`config.mk`:
```
export PLATFORM = sky130hd
export DESIGN_NAME = comparator_arbiter
export DESIGN_NICKNAME = d
export VERILOG_FILES = /design/src/rtl/comparator_arbiter.sv
export SDC_FILE = /design/constraint.sdc
export NUM_CORES = 1
export LEC_CHECK = 0
export BUFFER_PORTS_ARGS = -buffer_cell sky130_fd_sc_hd__buf_4
export CAP_MARGIN = 20
export CORE_MARGIN = 5
export CORE_UTILIZATION = 47
export CTS_CLUSTER_SIZE = 28
export DETAILED_ROUTE_END_ITERATION = 7
export HOLD_SLACK_MARGIN = 0.02
export PLACE_DENSITY = 0.79
export SYNTH_ARGS = -nofsm -noshare
export SYNTH_HDL_FRONTEND = slang
export SYNTH_SLANG_ARGS = --single-unit
```
`constraint.sdc`:
```
create_clock -name clk -period 2.5 [get_ports clk]
set_input_delay 0.5 -clock clk [delete_from_list [all_inputs] [get_ports clk]]
set_output_delay 0.5 -clock clk [all_outputs]
set_load 0.05 [all_outputs]
```
`src/rtl/comparator_arbiter.sv`:
```
// Round-robin arbiter that time-shares one unsigned magnitude comparator among
// NREQ requesters and returns tagged gt/eq/lt results on a valid/ready channel.
module comparator_arbiter #(
    parameter int NREQ = 4,
    parameter int W    = 4,
    parameter int IDW  = 2
) (
    input  logic              clk,
    input  logic              rst_n,
    input  logic [NREQ-1:0]   req,
    input  logic [NREQ*W-1:0] a_flat,
    input  logic [NREQ*W-1:0] b_flat,
    output logic [NREQ-1:0]   gnt,
    output logic              busy,
    output logic              rsp_valid,
    input  logic              rsp_ready,
    output logic [IDW-1:0]    rsp_id,
    output logic              rsp_gt,
    output logic              rsp_eq,
    output logic              rsp_lt,
    output logic [1:0]        dbg_state
);

    localparam int PW = (NREQ > 1) ? $clog2(NREQ) : 1;

    typedef enum logic [1:0] {
        ST_IDLE = 2'd0,
        ST_CMP  = 2'd1,
        ST_RSP  = 2'd2
    } state_t;

    // Response channel: a response is transferred on a rising edge where
    // rsp_valid && rsp_ready; rsp_* hold stable while rsp_valid && !rsp_ready.
    state_t          r_state;
    state_t          w_state_nxt;
    logic [PW-1:0]   r_rr_ptr;
    logic [PW-1:0]   w_winner;
    logic            w_found;
    logic [NREQ-1:0] w_gnt;
    logic [W-1:0]    r_op_a;
    logic [W-1:0]    r_op_b;
    logic [IDW-1:0]  r_op_id;
    logic            r_rsp_valid;
    logic [IDW-1:0]  r_rsp_id;
    logic            r_rsp_gt;
    logic            r_rsp_eq;
    logic            r_rsp_lt;

    // Scan starting at r_rr_ptr with wrap-around; first set request wins.
    always_comb begin
        w_found  = 1'b0;
        w_winner = '0;
        for (int k = 0; k < NREQ; k++) begin
            if (!w_found && req[(int'(r_rr_ptr) + k) % NREQ]) begin
                w_found  = 1'b1;
                w_winner = PW'((int'(r_rr_ptr) + k) % NREQ);
            end
        end
    end

    always_comb begin
        w_gnt = '0;
        if (rst_n && (r_state == ST_IDLE) && w_found) begin
            w_gnt[w_winner] = 1'b1;
        end
    end

    always_ff @(posedge clk or negedge rst_n) begin
        if (!rst_n) begin
            r_state <= ST_IDLE;
        end else begin
            r_state <= w_state_nxt;
        end
    end

    always_comb begin
        w_state_nxt = r_state;
        unique case (r_state)
            ST_IDLE: if (w_found)   w_state_nxt = ST_CMP;
            ST_CMP:                 w_state_nxt = ST_RSP;
            ST_RSP:  if (rsp_ready) w_state_nxt = ST_IDLE;
            default:                w_state_nxt = ST_IDLE;
        endcase
    end

    always_ff @(posedge clk or negedge rst_n) begin
        if (!rst_n) begin
            r_rr_ptr    <= '0;
            r_op_a      <= '0;
            r_op_b      <= '0;
            r_op_id     <= '0;
            r_rsp_valid <= 1'b0;
            r_rsp_id    <= '0;
            r_rsp_gt    <= 1'b0;
            r_rsp_eq    <= 1'b0;
            r_rsp_lt    <= 1'b0;
        end else begin
            unique case (r_state)
                ST_IDLE: begin
                    // Operands are captured only here, so later input changes cannot disturb the compare.
                    if (w_found) begin
                        r_op_a   <= a_flat[int'(w_winner)*W +: W];
                        r_op_b   <= b_flat[int'(w_winner)*W +: W];
                        r_op_id  <= IDW'(w_winner);
                        r_rr_ptr <= PW'((int'(w_winner) + 1) % NREQ);
                    end
                end
                ST_CMP: begin
                    r_rsp_gt    <= (r_op_a > r_op_b);
                    r_rsp_eq    <= (r_op_a == r_op_b);
                    r_rsp_lt    <= (r_op_a < r_op_b);
                    r_rsp_id    <= r_op_id;
                    r_rsp_valid <= 1'b1;
                end
                ST_RSP: begin
                    if (rsp_ready) begin
                        r_rsp_valid <= 1'b0;
                    end
                end
                default: begin
                    r_rsp_valid <= 1'b0;
                end
            endcase
        end
    end

    assign gnt       = w_gnt;
    assign busy      = (r_state != ST_IDLE);
    assign rsp_valid = r_rsp_valid;
    assign rsp_id    = r_rsp_id;
    assign rsp_gt    = r_rsp_gt;
    assign rsp_eq    = r_rsp_eq;
    assign rsp_lt    = r_rsp_lt;
    assign dbg_state = r_state;

endmodule

```
# ---- Yosys cells after proc, flatten, opt, wreduce, memory -nomap -nowiden
# Index checks and enable logic that the tools add are counted.
dict set report word_totals {
  in_bits 39
  elab_cells 77
  reg_bits 20
}
dict set report op_classes {
  reduce_logical 17
  n_eq_ne 5
  n_bitwise 4
  order_cmp 8
  addsub 4
  shift 2
  n_mux 27
}
# op n
set op_table {}
lappend op_table {{$shiftx 16x5->4} 2}
lappend op_table {{$mux 1} 13}
lappend op_table {{$lt 3x4->1 const B} 3}
lappend op_table {{$mux 2} 6}
lappend op_table {{$bmux 1 s2} 4}
lappend op_table {{$logic_and 1x1->1} 6}
lappend op_table {{$lt 2x3->1 const B} 2}
lappend op_table {{$pmux 2 s3} 1}
lappend op_table {{$reduce_and 2->1} 3}
lappend op_table {{$reduce_or 2->1} 3}
lappend op_table {{$add 2x1->2 const B} 2}
lappend op_table {{$add 2x2->2 const B} 2}
lappend op_table {{$eq 4x4->1} 1}
lappend op_table {{$gt 4x4->1} 1}
lappend op_table {{$lt 4x4->1} 1}
lappend op_table {{$mux 4} 1}
lappend op_table {{$ne 2x2->1 const B} 2}
lappend op_table {{$and 1x1->1 const A} 3}
lappend op_table {{$logic_not 1->1} 3}
lappend op_table {{$pmux 1 s3} 1}
lappend op_table {{$demux 1 s2} 1}
lappend op_table {{$eq 2x1->1 const B} 1}
lappend op_table {{$eq 2x2->1 const B} 1}
lappend op_table {{$ge 2x1->1 const B} 1}
lappend op_table {{other kinds (3)} 3}

# ---- Longest topological paths before layout
dict set report logic_depth {
  word_depth 19
  mapped_depth 8
  depth_no_buf 7
}

# ---- Worst setup path before layout
# No wires, ideal clock.
dict set report synth_path {
  path_type {flip-flop to output port}
  start {register r_state[0], in the netlist dbg_state[0]}
  end {output gnt[0]}
  t_required_ns 2.000
  arrival_time_ns 2.650
  path_slack_ns -0.650
  path_stages_with_launch 5
  path_cell_list {dfrtp_1 or2_2 nor2_1 nand2_1 nor3_1}
}
dict set report synth_via {
  elab_chain_cells 4
}
# item line_no
set synth_lines {}
lappend synth_lines {{start: declaration} 34} ;# state_t r_state;
lappend synth_lines {{start signal: assignment} 72} ;# r_state <= w_state_nxt;
lappend synth_lines {{$logic_not 2->1} 63} ;# if (rst_n && (r_state == ST_IDLE) && w_found) begin
lappend synth_lines {{$logic_and 1x1->1 (2 in a row)} 63}
lappend synth_lines {{$mux 4} 63}
lappend synth_lines {{end: declaration} 13} ;# output logic [NREQ-1:0] gnt,
# No other way between the ends.

# ---- Worst setup path after layout
dict set report layout_path {
  start {register r_rr_ptr[1]}
  end {output gnt[3]}
}
dict set report layout_via {
  elab_chain_cells 17
  word_cells_on_any_way 35
}
# item line_no
set layout_lines {}
lappend layout_lines {{start: declaration} 36} ;# logic [PW-1:0] r_rr_ptr;
lappend layout_lines {{start signal: assignment} 105} ;# r_rr_ptr <= PW'((int'(w_winner) + 1) % NREQ);
lappend layout_lines {{$add 2x1->2 or $bmux 1 s2 (tied branches)} {54, 56}}
lappend layout_lines {{$bmux 1 s2 or $mux 1 (tied branches)} 54} ;# if (!w_found && req[(int'(r_rr_ptr) + k) % NREQ]) begin
lappend layout_lines {{$mux 1 (not written as such)} 54}
lappend layout_lines {{$mux 1 (not written as such) or $logic_not 1->1 (tied branches)} 54}
lappend layout_lines {{$logic_and 1x1->1} 54}
lappend layout_lines {{$mux 1} 54}
lappend layout_lines {{$logic_not 1->1} 54}
lappend layout_lines {{$logic_and 1x1->1} 54}
lappend layout_lines {{$mux 1} 54}
lappend layout_lines {{$logic_not 1->1} 54}
lappend layout_lines {{$logic_and 1x1->1} 54}
lappend layout_lines {{$mux 2} 54}
lappend layout_lines {{$lt 2x3->1 (not written as such) or $ge 2x1->1 (tied branches)} 64} ;# w_gnt[w_winner] = 1'b1;
lappend layout_lines {{$logic_and 1x1->1 (not written as such)} 64}
lappend layout_lines {{$mux 1 (not written as such)} 64}
lappend layout_lines {{$demux 1 s2} 64}
lappend layout_lines {{$mux 4 (*)} 63}
# Every way passes the cells marked *; elsewhere a longest branch is shown, timed or not. The select of a mux whose other input is x is not followed.

==> results.py <==
metrics = {
    "run_status": {
        "status": "completed",
    },
    "grt": {
        "track_usage_pct": 18.78,
        "grt_pass1_vias": 1255,
        "grt_max_degree": 26,
        "grt_pass1_wl_um": 5354,
        "antenna_found_initial": 0,
        "grt_overflow": 0,
    },
    "clock_tree": {
        "path_clk_slew_ps": 100,
        "cts-buffers-inserted": 3,
        "cts_root_buffer": "clkbuf_4",
        "cts_buffer_depth": 2,
        "tritoncts": "done",
        "htreeDepth": 1,
        "clk_latency_ps": 300,
        "cts.sink_count": 20,
    },
    "power_and_ir_drop": {
        "p_leak_nw": 0.8273,
        "seqPwrFrac_pct": 27.9,
        "switchingPower_mw": 1.063,
        "power_density_mw_per_mm2": 1218,
        "pwr-share-clk_pct": 7.2,
        "internal_power_mw": 1.120,
        "power.total_mw": 2.182,
        "ir_worst_vdd_v": 0.0009149,
        "pwr-share-comb_pct": 65.0,
        "p_sw_share_pct": 48.68,
    },
    "timing": {
        "setup_tns_ps": 0,
        "setup_viol": 0,
        "fin_crit_sh_pct": 96.51,
        "hold_viol": 0,
        "fmax_mhz": 414.4,
        "worstMarginPinSlew_ps": 681.3,
        "clock_skew_ps": 2.679,
        "rsz0062_at_grt": "no",
        "period_minus_slack_ps": 2413,
        "hold_ws_ps": 52.65,
        "slew_headroom_pct": 54.41,
        "slew_violations": 0,
    },
    "place": {
        "hpwl_um": 2666,
        "place.gp.congestion": 0.8210,
        "port-buffer-count": 51,
    },
    "floorplanning": {
        "die-area_sq_mm": 0.003785,
        "io_pins": 52,
        "initial_core_util_pct": 49.90,
        "fp.dieH_um": 61.52,
        "die_width_um": 61.52,
        "num_rows": 18,
        "core_region_area_sq_mm": 0.002500,
    },
    "cells_and_area": {
        "layout_commonest_cell": "buf_4",
        "fillers": 186,
        "final_cell_mix": "buf_4, dfrtp_1, nor2_1",
        "nets": 233,
        "area_delta_synth_final_pct": 43.63,
        "antenna_cells": 0,
        "drive_gt1_share_pct": 41.80,
    },
    "yosys": {
        "syn_area_per_cell_sq_um": 9.450,
        "synthTopCellsByArea": "dfrtp_1, mux2i_1, a311oi_1",
        "synth_top_area_share_pct": 40.12,
        "ys_types": 33,
        "syn_inst": 132,
        "synth_warnings": 0,
        "yosysTopAreaCell": "dfrtp_1",
        "syn_area_sq_mm": 0.001247,
        "postSynthRegisterBits": 20,
        "synthesis.nets": 175,
        "yosysSeqAreaShare_pct": 40.12,
        "synthArstFlopShare_pct": 100.0,
        "synth-edff-count": 0,
        "ys.flop_type": "dfrtp_1",
    },
    "setup_path": {
        "cp_slowest_cell": "dfrtp_2",
        "critPathRequiredTime_ps": 2000,
        "worst-setup-path-type": "reg2out",
        "worstSetupStartpointType": "flop",
        "endpoint_kind": "primary output",
        "arrival_ps": 1910,
        "slowest_delay_ps": 460,
        "ff2ff_path_depth": 6,
        "path_cells": "nor2b_1 -> o21a_1 -> or3_4 -> nor3_4 -> buf_6",
        "ff2ff_setup_slack_ps": 490,
        "path_max_fanout": 5,
    },
    "min_path": {
        "hold_class": "in2async",
    },
    "routing": {
        "num_vias": 1252,
        "drt-initial-drc-count": 35,
        "drt-pass1-iter-count": 4,
        "drtAntennaViolNets": 0,
        "drc": 0,
        "avgRoutedWirePerCell_um": 14.53,
        "vias_per_cell": 5.717,
        "wirelength_um": 3183,
    },
    "flow_run": {
        "maxCapViolations": 0,
    },
}
[worst paths after layout]
check	startpoint	endpoint
max reg2reg	r_rr_ptr[1]$_DFFE_PN0P_	r_op_a[2]$_DFFE_PN0P_
min	rst_n	dbg_state[1]$_DFFE_PN0P_
max in group asynchronous	rst_n	dbg_state[0]$_DFFE_PN0P_
max	r_rr_ptr[1]$_DFFE_PN0P_	gnt[3]
min reg2reg	rsp_eq$_DFFE_PN0P_	rsp_eq$_DFFE_PN0P_
min in group clk	rsp_ready	dbg_state[1]$_DFFE_PN0P_
[per-stage QoR]
step / setup slack, ps / instance area (sq um) / instances / util [%]
6_report: 87.13 / 1792 / 219 / 71.67
5_1_grt: 2.985 / 1792 / 219 / 71.67
4_1_cts: 41.13 / 1769 / 218 / 70.77
3_5_place_dp: 238.9 / 1732 / 214 / 69.27
3_3_place_gp: 288.8 / 1732 / 214 / 69.27
2_1_floorplan: 34.86 / 1300 / 132 / -
[kinds of logic after synthesis]
family	Yosys count	synth area share, %
adders and majority gates	4	4.012
AOI/OAI and AO/OA	32	18.35
DFF	20	40.12
muxes	11	9.127
buffers and inverters	14	6.018
xor gates and xnor gates	1	0.7022
and+or+nand+nor	50	21.67
[synthesized netlist by cell type, types with 2 or more instances]
cell type and n:
a211oi_1 7, mux2_2 3, ha_1 4, nor2b_1 2
nor4b_1 7, dfrtp_1 20, mux2i_1 8, a311oi_1 7
nor3_1 6, o21ai_0 7, nor2_1 15, inv_1 7
nand2_1 8, o21a_1 2, a21oi_1 3, clkbuf_1 4
buf_6 3, nand2b_1 4
[flip-flops by register name (all words and copies together) (netlist names)]
signal	count
rsp_eq	1
r_op_b	4
rsp_lt	1
dbg_state	2
rsp_valid	1
rsp_id	2
r_rr_ptr	2
r_op_a	4
r_op_id	2
rsp_gt	1
[area by class of cell]
class                           instances  area (sq um)  area share (%)
Timing Repair Buffer                   60         461.7           25.77
Clock buffer                            4         26.28           1.466
Multi-Input combinational cell         98         735.7           41.06
Sequential cell                        20         504.2           28.14
Inverter                                7         26.28           1.466
Tap cell                               30         37.54           2.095
[critical path, delay by kind of cell, from the launching register on]
kind	cells	cell delay [ps]
and+or+nand+nor	3	780
AOI/OAI and AO/OA	1	200
DFF	1	460
buffers and inverters	1	180
[power groups by stage]
| stage | registers, mW | logic, mW | clock network, mW |
|---|---|---|---|
| 6_report | 0.608 | 1.42 | 0.156 |
| 5_1_grt | 0.627 | 1.55 | 0.172 |
| 4_1_cts | 0.607 | 1.41 | 0.159 |
| 3_5_place_dp | 0.613 | 1.39 | 0 |
| 3_3_place_gp | 0.598 | 1.33 | 0 |
| 2_1_floorplan | 0.796 | 0.821 | 0 |
[what timing repair did]
action / CTS / global route
hold buffers: 0 / 0
endpoints found under the setup margin: 2 / 4
buffers inserted: 0 / 1
resized for setup: 2 / 5
[metal layers]
layer / part of all wire [%] / wire (um) / vias to the layer above / track usage, %
met3: 6.4 / 204 / 4 / 3.354
met1: 40 / 1269 / 595 / 22.16
met2: 52 / 1664 / 50 / 33.93
li1: - / - / 603 / -
met4: 1.4 / 44 / 0 / 6.364
met5: 0 / 0 / - / 0
(Power assumes the default switching activity.)
